### config.mk
export PLATFORM = sky130hd
export DESIGN_NAME = led_arbiter
export DESIGN_NICKNAME = d
export VERILOG_FILES = /design/src/rtl/led_arbiter.sv
export SDC_FILE = /design/constraint.sdc
export NUM_CORES = 1
export LEC_CHECK = 0
export CORE_ASPECT_RATIO = 0.5
export CORE_UTILIZATION = 50
export CTS_CLUSTER_DIAMETER = 60
export DETAILED_ROUTE_END_ITERATION = 12
export PLACE_DENSITY_LB_ADDON = 0.25
export SLEW_MARGIN = 40
export SYNTH_ARGS = -nofsm -noshare
export SYNTH_HDL_FRONTEND = slang
export SYNTH_SLANG_ARGS = --single-unit
### constraint.sdc
create_clock -name clk -period 2.1 [get_ports clk]
set_clock_uncertainty 0.15 [all_clocks]
set_input_delay 0.42 -clock clk [delete_from_list [all_inputs] [get_ports clk]]
set_output_delay 0.42 -clock clk [all_outputs]
set_load 0.02 [all_outputs]
### src/rtl/led_arbiter.sv
// Fixed-priority owner selection for the shared 6-bit status LED bank.
// A minimum hold time blocks preemption; blinking is gated per requester.
module led_arbiter #(
    parameter int NUM_REQ      = 3,
    parameter int HOLD_CYCLES  = 5_000_000,
    parameter int BLINK_CYCLES = 2_500_000
) (
    input  logic                   clk,
    input  logic                   reset_n,
    input  logic [NUM_REQ-1:0]     req,
    input  logic [6*NUM_REQ-1:0]   pattern,
    input  logic [NUM_REQ-1:0]     blink,
    output logic [NUM_REQ-1:0]     grant,
    output logic [5:0]             led,
    output logic                   busy
);

    localparam int IDX_W   = (NUM_REQ > 1) ? $clog2(NUM_REQ) : 1;
    localparam int HOLD_W  = $clog2(HOLD_CYCLES + 1);
    localparam int BLINK_W = (BLINK_CYCLES > 1) ? $clog2(BLINK_CYCLES) : 1;
    localparam logic [HOLD_W-1:0]  HOLD_MAX   = HOLD_W'(HOLD_CYCLES);
    localparam logic [BLINK_W-1:0] BLINK_LAST = BLINK_W'(BLINK_CYCLES - 1);

    typedef enum logic {IDLE, OWN} state_t;

    state_t               state;
    logic [IDX_W-1:0]     owner;
    logic [HOLD_W-1:0]    hold_cnt;
    logic [BLINK_W-1:0]   blink_cnt;
    logic                 phase;

    logic [5:0]           pat [NUM_REQ];
    logic [NUM_REQ-1:0]   others;
    logic [NUM_REQ-1:0]   higher;
    logic                 own_req;
    logic                 own_blink;

    function automatic logic [IDX_W-1:0] lowest_idx(input logic [NUM_REQ-1:0] v);
        lowest_idx = '0;
        for (int i = NUM_REQ - 1; i >= 0; i--)
            if (v[i]) lowest_idx = IDX_W'(i);
    endfunction

    function automatic logic [NUM_REQ-1:0] onehot(input logic [IDX_W-1:0] idx);
        onehot = '0;
        for (int i = 0; i < NUM_REQ; i++)
            if (IDX_W'(i) == idx) onehot[i] = 1'b1;
    endfunction

    // Bits strictly above the owner in priority, i.e. indices below it.
    function automatic logic [NUM_REQ-1:0] above_mask(input logic [IDX_W-1:0] k);
        above_mask = '0;
        for (int i = 0; i < NUM_REQ; i++)
            above_mask[i] = (IDX_W'(i) < k);
    endfunction

    always_comb begin
        for (int i = 0; i < NUM_REQ; i++)
            pat[i] = pattern[6*i +: 6];
        own_req   = req[owner];
        own_blink = blink[owner];
        others    = req & ~onehot(owner);
        higher    = req & above_mask(owner);
    end

    always_ff @(posedge clk or negedge reset_n) begin
        if (!reset_n) begin
            state     <= IDLE;
            owner     <= '0;
            grant     <= '0;
            led       <= '0;
            busy      <= 1'b0;
            hold_cnt  <= '0;
            blink_cnt <= '0;
            phase     <= 1'b1;
        end else begin
            // led tracks the registered owner/phase, one cycle behind grant.
            led <= (state == OWN && phase) ? pat[owner] : 6'b000000;
            case (state)
                IDLE: begin
                    hold_cnt  <= '0;
                    blink_cnt <= '0;
                    phase     <= 1'b1;
                    if (|req) begin
                        state <= OWN;
                        owner <= lowest_idx(req);
                        grant <= onehot(lowest_idx(req));
                        busy  <= 1'b1;
                    end
                end
                OWN: begin
                    if (!own_req) begin
                        hold_cnt  <= '0;
                        blink_cnt <= '0;
                        phase     <= 1'b1;
                        if (|others) begin
                            owner <= lowest_idx(others);
                            grant <= onehot(lowest_idx(others));
                        end else begin
                            state <= IDLE;
                            grant <= '0;
                            busy  <= 1'b0;
                        end
                    end else if (hold_cnt == HOLD_MAX && |higher) begin
                        owner     <= lowest_idx(higher);
                        grant     <= onehot(lowest_idx(higher));
                        hold_cnt  <= '0;
                        blink_cnt <= '0;
                        phase     <= 1'b1;
                    end else begin
                        if (hold_cnt != HOLD_MAX)
                            hold_cnt <= hold_cnt + 1'b1;
                        if (!own_blink) begin
                            blink_cnt <= '0;
                            phase     <= 1'b1;
                        end else if (blink_cnt == BLINK_LAST) begin
                            blink_cnt <= '0;
                            phase     <= ~phase;
                        end else begin
                            blink_cnt <= blink_cnt + 1'b1;
                        end
                    end
                end
                default: state <= IDLE;
            endcase
        end
    end

endmodule

==> metrics.md, run 1 <==
| Metric | Value |
|---|---|
| CP Max Fanout | `2` |
| Slowest cell on crit path | `dfrtp_1` |
| Leak | `1.89 nW` |
| 1st-iter DRT viols | `114` |
| Clock H-tree levels | `3` |
| Core ar. | `about 0.0058 sq mm` |
| CP startpoint | `hold_cnt[0]` |
| YS warnings | `0` |
| Residual DRC | `0` |
| I/O pins | `36` |
| R2r startpoint | `hold_cnt[0]` |
| Total gr overflow | `0` |
| Crit start category | `flop` |
| RSZ-0062 raised after global routing | `true` |
| Die height | `57.9 um` |
| Largest net degree at the start of global routing | `60` |
| Final slew viol count | `0` |
| # fillers | `around 420` |
| Vias/cell | `5.46` |
| Crit path top cell by count | `buf_6` |
| Die area | `0.00658 sq mm` |
| Worst slew margin | `0.631` |
| Initial antenna violation count | `0` |
| Setup TNS | `-0.135 ns` |
| Mean routed wirelength per cell | `15.5 um` |
| Clk sink count | `around 60` |
| FMAX | `469 MHz` |
| Final Setup Violations | `11` |
| Initial Utilization | `0.542` |
| Mapped Area | `around 0.0031 sq mm` |
| Post-synthesis sequential area ratio | `0.474` |
| Final WS setup | `-0.0343 ns` |
| Peak VDD IR | `0.000656 V` |
| First-pass GRT wire length | `12400 um` |
| DP HPWL | `4790 um` |
| Slowest cell delay on critical path | `0.38 ns` |
| HP Class | `flop to flop` |
| Ys async rst share | `1.00` |
| I/O Buffers | `35` |
| Total power | `0.00445 W` |
| Post-synth cell types | `50` |
| Origin of the worst min-delay path | `busy` |
| Clock Latency Late Sink | `0.33 ns` |
| Antenna Diode Count | `0` |
| Total CTS buffers | `9` |
| Routed WL | `7570 um` |
| Worst-Margin Slew | `0.549 ns` |
| Violated checks | `setup timing` |
| Crit path DAT | `about 2.2 ns` |
| Top FF cell, synth | `dfrtp_1` |
| Kind of critical path | `flop to flop` |
| DRT Pass-1 Iters | `4` |
| Mapped Cells | `324` |
| Syn_area_per_cell | `9.63 sq um` |
| Die W | `about 110 um` |
| Row count | `19` |
| Sequence of cells on the critical path | `inv_2, ha_4, and4bb_2, nand4_1, o221a_4, buf_6, buf_6, mux2_4` |
| Fin. Hold Viols | `0` |
| Synth top cells by count | `nor2_1, dfrtp_1, xor2_1, nand3_1, nand2_1` |
| CTS tree | `built` |
| Worst path required time | `about 2.2 ns` |
| Area share of the largest cell type after synthesis | `0.465` |
| Layout cells sized above 1 | `0.220` |
| Antenna Nets Post-Route | `0` |
| Max-Cap Viols | `0` |
| Gr usage total | `0.252` |
| Minimum clock period | `2.13 ns` |
| Final hold slack | `around 0.37 ns` |
| Clock Tree Root | `clkbuf_16` |
| Yosys reg bits | `between 50 and 60` |
| Final period util | `1.02` |
| Area delta synth->final | `36.7%` |
| Power Dens Cells | `between 1000 and 1500 mW/mm^2` |
| Post-synth EDFFs | `0` |
| Yosys top cell by area | `dfrtp_1` |
| Routability cong. | `0.823` |
| Max Root-Sink Buffers | `2` |
| Most area-consuming cells after synthesis | `dfrtp_1, xor2_1, nor2_1, nand3_1, nand4_1` |
| Clock-pin slew on the worst setup and hold paths | `0.05 ns` |
| Flop2flop setup slack | `-0.03 ns` |
| Vias in the first global route | `2620` |
| CP endpoint kind | `flop` |
| Most frequent cell after synthesis | `nor2_1` |
| Status | `finished with violations` |
| Routed vias | `2670` |
| Syn_nets | `354` |
| Final net count | `431` |
-- cell families after synthesis --
family,synth area share
muxes,0.0293
DFF,0.474
xor gates and xnor gates,0.112
buffers and inverters,0.0365
and+or+nand+nor,0.263
AOI/OAI and AO/OA,0.0666
adders and majority gates,0.0192
-- sequential cells by signal (all words and copies together), names as in the netlist --
register and flops:
grant 3, owner 2, hold_cnt 23, led 6
state 1, blink_cnt 22, busy 1, phase 1
-- timing repair --
| item | in CTS | in global routing |
|---|---|---|
| hold buffers | 1 | 0 |
| gates resized for setup | 16 | 24 |
| gates cloned | 1 | 0 |
| endpoints found under the hold margin | 58 | 0 |
| pin swaps | 11 | 12 |
| buffers inserted | 7 | 1 |
| endpoints found under the setup margin | 25 | 50 |
-- cells in the final DEF (no fill, tap or decap), drive strengths merged, types with 3 or more instances in the layout --
master	synthesis	routed
nand3	22	22
nor2	65	65
nor3	5	5
a21o	3	3
mux2i	8	8
xnor2	6	6
nand4	15	15
ha	4	4
clkdlybuf4s50	0	34
clkbuf	4	13
inv	11	11
and3	9	9
and2	4	4
dfrtp	58	58
a31oi	4	4
a21oi	11	11
buf	7	42
nor4bb	3	3
nand2	18	18
xor2	34	34
and4	4	4
nor4b	3	3
o21ai	3	3
-- power by group --
part	internal, W	switching, W
registers	0.00128	0.000104
clock network	0.000882	0.000478
logic	0.000808	0.000896
total	0.00297	0.00148
-- per-stage QoR --
step | cells | setup slack, ns | area [sq um] | util
CTS | 490 | -0.0560 | 4220 | 0.734
global placement | 467 | -0.141 | 3800 | 0.660
global route | 489 | -0.142 | 4270 | 0.742
floorplan | 324 | 0.0907 | 3120 | -
finish | 489 | -0.0343 | 4270 | 0.742
detailed placement | 467 | -0.180 | 3800 | 0.660
-- path summary, 6_finish.rpt --
check / cells after the start / to
max reg2reg: 8 / hold_cnt[0]
min reg2reg: 1 / busy
min in group asynchronous: 3 / blink_cnt[4]
min: 1 / busy
max in group asynchronous: 3 / phase
max: 8 / hold_cnt[0]
-- per-layer routing --
metal,track usage,vias up,share of wire
met5,0,-,0
met4,0.0902,0,0.014
li1,-,1276,-
met1,0.303,1337,0.44
met2,0.436,46,0.51
met3,0.0785,11,0.032
-- worst max-delay path, delay by kind of cell (launching register included) --
family                   cells  cell delay (ns)
AO/OA/AOI/OAI                1             0.35
adder cells (fa/ha/maj)      1             0.14
buffers and inverters        3             0.33
flip-flops                   1             0.38
multiplexers                 1             0.27
AND/OR/NAND/NOR              2             0.39
-- layout make-up --
class                      count  area [sq um]  area share
multi-input combinational    243          1640       0.385
clock buffer                  13           270      0.0633
sequential                    59          1480       0.346
timing repair buffer          77           718       0.168
clock inverter                 2          10.0     0.00235
inverter                      11          41.3     0.00968
tap                           84           105      0.0246
(Power assumes the default switching activity.)
==> inputs of run 2 (changes only) <==
GPL_ROUTABILITY_DRIVEN = 0   (was default)
==> results of run 2 <==
Final layout, timing and power as in run 1 (identical DEF).
==> inputs of run 3 (changes only) <==
SKIP_LAST_GASP = 1   (was default)
==> results of run 3 <==
Final layout, timing and power as in run 1 (identical DEF).
